**config.mk**
```make
export PLATFORM = sky130hd
export DESIGN_NAME = bt_cmd_rx
export DESIGN_NICKNAME = d
export VERILOG_FILES = /design/src/rtl/bt_cmd_pkg.sv /design/src/rtl/uart_rx_8n1.sv /design/src/rtl/bt_cmd_rx.sv
export SDC_FILE = /design/constraint.sdc
export NUM_CORES = 1
export LEC_CHECK = 0
export ABC_CLOCK_PERIOD_IN_PS = 3200
export BUFFER_PORTS_ARGS = -buffer_cell sky130_fd_sc_hd__buf_2
export CELL_PAD_IN_SITES_DETAIL_PLACEMENT = 1
export CELL_PAD_IN_SITES_GLOBAL_PLACEMENT = 1
export CORE_MARGIN = 10
export CORE_UTILIZATION = 51
export DETAILED_ROUTE_END_ITERATION = 8
export GPL_TIMING_DRIVEN = 0
export HOLD_SLACK_MARGIN = 0.05
export PLACE_DENSITY = 0.88
export SLEW_MARGIN = 20
export SYNTH_ARGS = -nofsm -noshare
export SYNTH_HDL_FRONTEND = slang
export SYNTH_SLANG_ARGS = --single-unit
```
**constraint.sdc**
```tcl
create_clock -name clk -period 3.2 [get_ports clk]
set_clock_uncertainty 0.15 [all_clocks]
set_input_delay 0.16 -clock clk [delete_from_list [all_inputs] [get_ports clk]]
set_output_delay 0.16 -clock clk [all_outputs]
set_load 0.005 [all_outputs]
```
**src/rtl/bt_cmd_pkg.sv**
```systemverilog
// Shared definitions for the Bluetooth command receiver: move codes,
// the command validity mask and the UART receiver state encoding.
package bt_cmd_pkg;

  localparam logic [3:0] M_U = 4'd0;
  localparam logic [3:0] M_L = 4'd1;
  localparam logic [3:0] M_R = 4'd2;
  localparam logic [3:0] M_F = 4'd3;
  localparam logic [3:0] M_B = 4'd4;
  localparam logic [3:0] M_M = 4'd5;
  localparam logic [3:0] M_D = 4'd6;
  localparam logic [3:0] M_E = 4'd7;

  // Bits that must be zero in a move command: [7:6] reserved, [3] keeps codes in 0..7.
  localparam logic [7:0] CMD_MASK = 8'hC8;

  typedef enum logic [2:0] {
    IDLE,
    START,
    DATA,
    STOP,
    WAIT_IDLE
  } rx_state_t;

  function automatic logic is_cmd(input logic [7:0] b);
    return ((b & CMD_MASK) == 8'h00) && ({1'b0, b[2:0]} <= M_E) && ({1'b0, b[2:0]} >= M_U);
  endfunction

endpackage

```
**src/rtl/uart_rx_8n1.sv**
```systemverilog
// 8N1 UART receiver with a 2-flop input synchronizer. Emits each complete
// byte with a one-cycle data_valid strobe; frame_err flags framing errors and false starts.
module uart_rx_8n1
  import bt_cmd_pkg::*;
#(
  parameter int CLKS_PER_BIT = 10416
) (
  input  logic       clk,
  input  logic       rst,
  input  logic       rx,
  output logic [7:0] data,
  output logic       data_valid,
  output logic       frame_err
);

  localparam int CNT_W = $clog2(CLKS_PER_BIT);
  localparam logic [CNT_W-1:0] HALF_LAST = CNT_W'(CLKS_PER_BIT / 2 - 1);
  localparam logic [CNT_W-1:0] FULL_LAST = CNT_W'(CLKS_PER_BIT - 1);

  // data_valid and frame_err are strobes with no ready: the consumer must
  // take data in the single cycle data_valid is high; data stays stable until the next frame.
  logic             rx_meta;
  logic             rx_s;
  rx_state_t        state;
  logic [CNT_W-1:0] cnt;
  logic [2:0]       bit_idx;
  logic [7:0]       shreg;

  assign data = shreg;

  always_ff @(posedge clk or posedge rst) begin
    if (rst) begin
      rx_meta <= 1'b1;
      rx_s    <= 1'b1;
    end else begin
      rx_meta <= rx;
      rx_s    <= rx_meta;
    end
  end

  always_ff @(posedge clk or posedge rst) begin
    if (rst) begin
      state      <= IDLE;
      cnt        <= '0;
      bit_idx    <= '0;
      shreg      <= '0;
      data_valid <= 1'b0;
      frame_err  <= 1'b0;
    end else begin
      data_valid <= 1'b0;
      frame_err  <= 1'b0;
      case (state)
        IDLE: begin
          cnt     <= '0;
          bit_idx <= '0;
          if (!rx_s) state <= START;
        end
        START: begin
          // Mid-start-bit check rejects glitches shorter than half a bit.
          if (cnt == HALF_LAST) begin
            cnt <= '0;
            if (rx_s) begin
              state     <= IDLE;
              frame_err <= 1'b1;
            end else begin
              state <= DATA;
            end
          end else begin
            cnt <= cnt + CNT_W'(1);
          end
        end
        DATA: begin
          if (cnt == FULL_LAST) begin
            cnt     <= '0;
            shreg   <= {rx_s, shreg[7:1]};
            bit_idx <= bit_idx + 3'd1;
            if (bit_idx == 3'd7) state <= STOP;
          end else begin
            cnt <= cnt + CNT_W'(1);
          end
        end
        STOP: begin
          if (cnt == FULL_LAST) begin
            cnt <= '0;
            if (rx_s) begin
              state      <= IDLE;
              data_valid <= 1'b1;
            end else begin
              state     <= WAIT_IDLE;
              frame_err <= 1'b1;
            end
          end else begin
            cnt <= cnt + CNT_W'(1);
          end
        end
        WAIT_IDLE: begin
          cnt <= '0;
          if (rx_s) state <= IDLE;
        end
        default: state <= IDLE;
      endcase
    end
  end

endmodule

```
**src/rtl/bt_cmd_rx.sv**
```systemverilog
// Bluetooth command front end: validates received bytes as move commands,
// queues them and releases them to the move controller spaced by GAP_CYCLES.
module bt_cmd_rx
  import bt_cmd_pkg::*;
#(
  parameter int CLKS_PER_BIT = 10416,
  parameter int FIFO_DEPTH   = 4,
  parameter int GAP_CYCLES   = 1100
) (
  input  logic                          clk,
  input  logic                          I_rst,
  input  logic                          I_rx,
  output logic [7:0]                    O_mode,
  output logic                          O_submit,
  output logic                          O_err,
  output logic                          O_overflow,
  output logic [$clog2(FIFO_DEPTH):0]   O_pending
);

  localparam int PTR_W  = $clog2(FIFO_DEPTH);
  localparam int PEND_W = PTR_W + 1;
  localparam int GAP_W  = $clog2(GAP_CYCLES + 1);

  logic [7:0]       rx_data;
  logic             rx_valid;
  logic             rx_ferr;
  logic [7:0]       mem [FIFO_DEPTH];
  logic [PTR_W-1:0] wr_ptr;
  logic [PTR_W-1:0] rd_ptr;
  logic [GAP_W-1:0] gap;
  logic             cmd_ok;
  logic             push_req;
  logic             push;
  logic             pop;

  uart_rx_8n1 #(
    .CLKS_PER_BIT(CLKS_PER_BIT)
  ) u_rx (
    .clk       (clk),
    .rst       (I_rst),
    .rx        (I_rx),
    .data      (rx_data),
    .data_valid(rx_valid),
    .frame_err (rx_ferr)
  );

  // A pop in the same cycle frees a slot, so a full FIFO can still accept.
  always_comb begin
    cmd_ok   = is_cmd(rx_data);
    push_req = rx_valid && cmd_ok;
    pop      = (gap == '0) && (O_pending != '0);
    push     = push_req && ((O_pending != PEND_W'(FIFO_DEPTH)) || pop);
  end

  always_ff @(posedge clk) begin
    if (push) mem[wr_ptr] <= rx_data;
  end

  always_ff @(posedge clk or posedge I_rst) begin
    if (I_rst) begin
      O_mode     <= '0;
      O_submit   <= 1'b0;
      O_err      <= 1'b0;
      O_overflow <= 1'b0;
      O_pending  <= '0;
      wr_ptr     <= '0;
      rd_ptr     <= '0;
      gap        <= '0;
    end else begin
      O_submit   <= pop;
      O_err      <= rx_ferr || (rx_valid && !cmd_ok);
      O_overflow <= push_req && !push;
      // Gap reloads on every release so the controller's act countdown always completes.
      if (pop) begin
        O_mode <= mem[rd_ptr];
        rd_ptr <= rd_ptr + PTR_W'(1);
        gap    <= GAP_W'(GAP_CYCLES);
      end else if (gap != '0) begin
        gap <= gap - GAP_W'(1);
      end
      if (push) wr_ptr <= wr_ptr + PTR_W'(1);
      case ({push, pop})
        2'b10:   O_pending <= O_pending + PEND_W'(1);
        2'b01:   O_pending <= O_pending - PEND_W'(1);
        default: O_pending <= O_pending;
      endcase
    end
  end

endmodule

```
==> flow_summary.ini <==
[power]
p_leak_nw = 1.91
swShare_pct = 22.7
p_sw_w = 0.000475
p_comb_share_pct = 1.1
powerDensity_nw_per_um2 = 441
clkPwrFrac_pct = 40.1
seqPwrFrac_pct = 58.8
ir_worst_vdd_v = 0.000247
p_int_w = 0.00161

[layout]
antenna_cells = 0
fillers = 822
instances_no_fill = 471
post-route-util_pct = 57.9
areaGrowthSynthToFinish_pct = 11.5
nets = 374
final_layout_size_suffix_gt1_share_pct = 17.5

[global_routing]
grt_usage_pct = 15.1
grt_max_degree = 46
met2_usage_pct = 26.6
antenna_found_initial = 0
grt_util_met1_pct = 18.2
grt_first_pass_wirelength_um = 15600
gr-total-overflow = 0
grt.busiest_layer = met2
grt.met3_usage_pct = 2.87
grt_pass1_vias = 3021

[sta]
setup_viol = 0
setup_ws_ns = 0.220
tightestPinTransition_ns = 1.04
slew_viol_final = 0
hold_violations = 0
fmaxAchievable_mhz = 336
min_period_ns = 2.98
slew_headroom_pct = 30.0
fin_crit_sh_pct = 93.1
tns_ns = 0
rsz0062_at_grt = no
whs_ns = 0.130

[yosys]
yosys_warnings = 0
synth_nets = 344
synth_ff_type = dfrtp_1
seq_area_frac_synth_pct = 58.7
synthArstFlopShare_pct = 65.6
avgSynthCellArea_um2 = 12.8
synth_edf_count = 32
synth_seq_cells = 93
synth_cell_types = 60
syn-instance-count = 331
syn_area_um2 = 4250

[critical_path]
worst-r2r-cell-count = 9
crit_fanout = 5
start_kind = flip-flop
crit_path_end_kind = flip-flop
r2r-end = O_pending[2]
critPathKind = flip-flop to flip-flop
arrival_ns = 3.04
reg2reg_slack_ns = 0.22
required_ns = 3.26
r2r_start = gap[4]

[clock_network]
cts_tree = built
root_buffer = clkbuf_8
clkTransAtPathRegs_ns = 0.10
cts_sinks = 93
clock_path_buffers = 2
numCtsBuffers = 9
h-tree-depth = 3
clk_latency_ns = 0.37

[floorplanning]
initial_core_util_pct = 51.9
die_h_um = 111
core.rowCount = 33
die_w_um = 111
coreArea_um2 = 8180
die-area_um2 = 12400
pin_count = 17

[routing]
drtIter0Drc = 92
drc = 0
dr.pass1.iters = 4
drt-total-wl_um = 9040
vias = 2777
detail_route.wl_per_cell_um = 19.2
drtAntennaViolNets = 0
vias_per_cell = 5.90

[place]
dp_cells = 453
dpl.hpwl_um = 6190
gp_congestion = 0.841
post-place-ws_ns = 0.147
portBuffers = 16

[status]
status = finished clean

[min_path]
hold_class = input port to async pin

[run]
cap_violations = 0
==> per-layer routing <==
layer	up-vias	part of all wire (%)
li1	1301	-
met1	1406	43
met2	54	52
met3	16	3.6
met4	0	1.6
met5	-	0
==> logic make-up after synthesis <==
kind of cell    count (synthesis)  share of synthesized area, %
fa+ha+maj                      10                          3.12
flops                          93                          58.7
buf+inv                        25                          2.33
simple gates                  106                          14.3
xor+xnor                       16                          3.30
mux                            29                          9.73
compound gates                 52                          8.55
==> area by class of cell <==
cell class	count	area [µm²]	share of cell area, %
Buffer	11	46.3	0.978
Clock buffer	9	124	2.62
Clock inverter	7	87.6	1.85
Inverter	14	55.1	1.16
Multi-Input combinational cell	213	1670	35.3
Sequential cell	93	2490	52.6
Tap cell	105	131	2.78
Timing Repair Buffer	19	128	2.70
==> power by group through the flow <==
| stage | combinational (W) | clock, W | sequential [W] |
|---|---|---|---|
| floorplan | 0.0000120 | 0 | 0.00125 |
| global placement | 0.0000177 | 0 | 0.00125 |
| detailed placement | 0.0000232 | 0 | 0.00125 |
| CTS | 0.0000249 | 0.000855 | 0.00123 |
| global route | 0.0000277 | 0.000895 | 0.00123 |
| finish | 0.0000237 | 0.000837 | 0.00123 |
==> metrics by stage <==
stage	area (µm²)	total power (W)
global placement	4460	0.00127
global route	4730	0.00215
CTS	4720	0.00211
floorplan	4250	0.00126
finish	4730	0.00209
detailed placement	4490	0.00127
==> how the worst max path moves through the flow <==
stage | from | end | slack (ns) | cells after the start
5_1_grt | gap[4] | O_pending[2] | 0.03 | 9
3_5_place_dp | gap[4] | O_pending[2] | 0.15 | 9
4_1_cts | gap[4] | O_pending[2] | 0.1 | 9
2_1_floorplan | gap[4] | O_pending[2] | 0.47 | 9
6_report | gap[4] | O_pending[2] | 0.22 | 9
3_3_place_gp | gap[4] | O_pending[2] | 0.29 | 9
==> critical path: stages (launching register included) <==
cell and delay, ns:
dfrtp_1 0.43, or4_4 0.59, or3_4 0.42, nor3_2 0.18, nand2_1 0.10, fa_1 0.44
inv_1 0.12, nor3_1 0.06, mux2i_1 0.18, o221ai_1 0.15
==> placed cells by master, fill, tap and decap left out, types with 3 or more instances in the layout <==
| master | netlist | routed |
|---|---|---|
| nand3_1 | 18 | 18 |
| o21ai_0 | 5 | 5 |
| buf_2 | 1 | 17 |
| and2_1 | 4 | 4 |
| nand2_1 | 13 | 13 |
| nor2_1 | 21 | 21 |
| clkbuf_1 | 7 | 7 |
| a21oi_1 | 8 | 8 |
| mux2_1 | 9 | 9 |
| dfrtp_1 | 59 | 59 |
| o31ai_1 | 6 | 6 |
| or3_1 | 6 | 5 |
| a211oi_1 | 4 | 3 |
| nand2b_1 | 6 | 6 |
| edfxtp_1 | 32 | 32 |
| nor4_1 | 3 | 3 |
| xnor2_1 | 11 | 11 |
| clkbuf_8 | 0 | 9 |
| o21ai_1 | 8 | 8 |
| mux4_2 | 8 | 8 |
| nand4_1 | 4 | 4 |
| a31oi_1 | 3 | 3 |
| ha_1 | 9 | 9 |
| mux2_2 | 9 | 9 |
| and4_1 | 4 | 4 |
| xor2_1 | 5 | 5 |
| mux2i_1 | 3 | 3 |
| nor3_1 | 9 | 8 |
| inv_1 | 14 | 13 |
==> sequential cells by signal (all words and copies together), names as in the netlist, 2 cells and up <==
register,cells
rd_ptr,2
mem,32
wr_ptr,2
u_rx.cnt,14
u_rx.state,3
u_rx.data,8
O_mode,8
gap,11
O_pending,3
u_rx.bit_idx,3
==> Yosys cell counts, types with 9 or more instances <==
cell / number / area share [%]
ha_1: 9 / 2.7
nor3_1: 9 / 1.1
nor2_1: 21 / 1.9
nand2_1: 13 / 1.1
dfrtp_1: 59 / 35
nand3_1: 18 / 2.1
mux2_1: 9 / 2.4
mux2_2: 9 / 2.4
xnor2_1: 11 / 2.3
edfxtp_1: 32 / 23
inv_1: 14 / 1.2
==> timing repair <==
action	in CTS	in global routing
endpoints found under the hold margin	62	0
hold buffers	2	0
endpoints found under the setup margin	0	1
buffers inserted	0	0
resized for setup	0	2
Power figures use the tool's default switching activity.
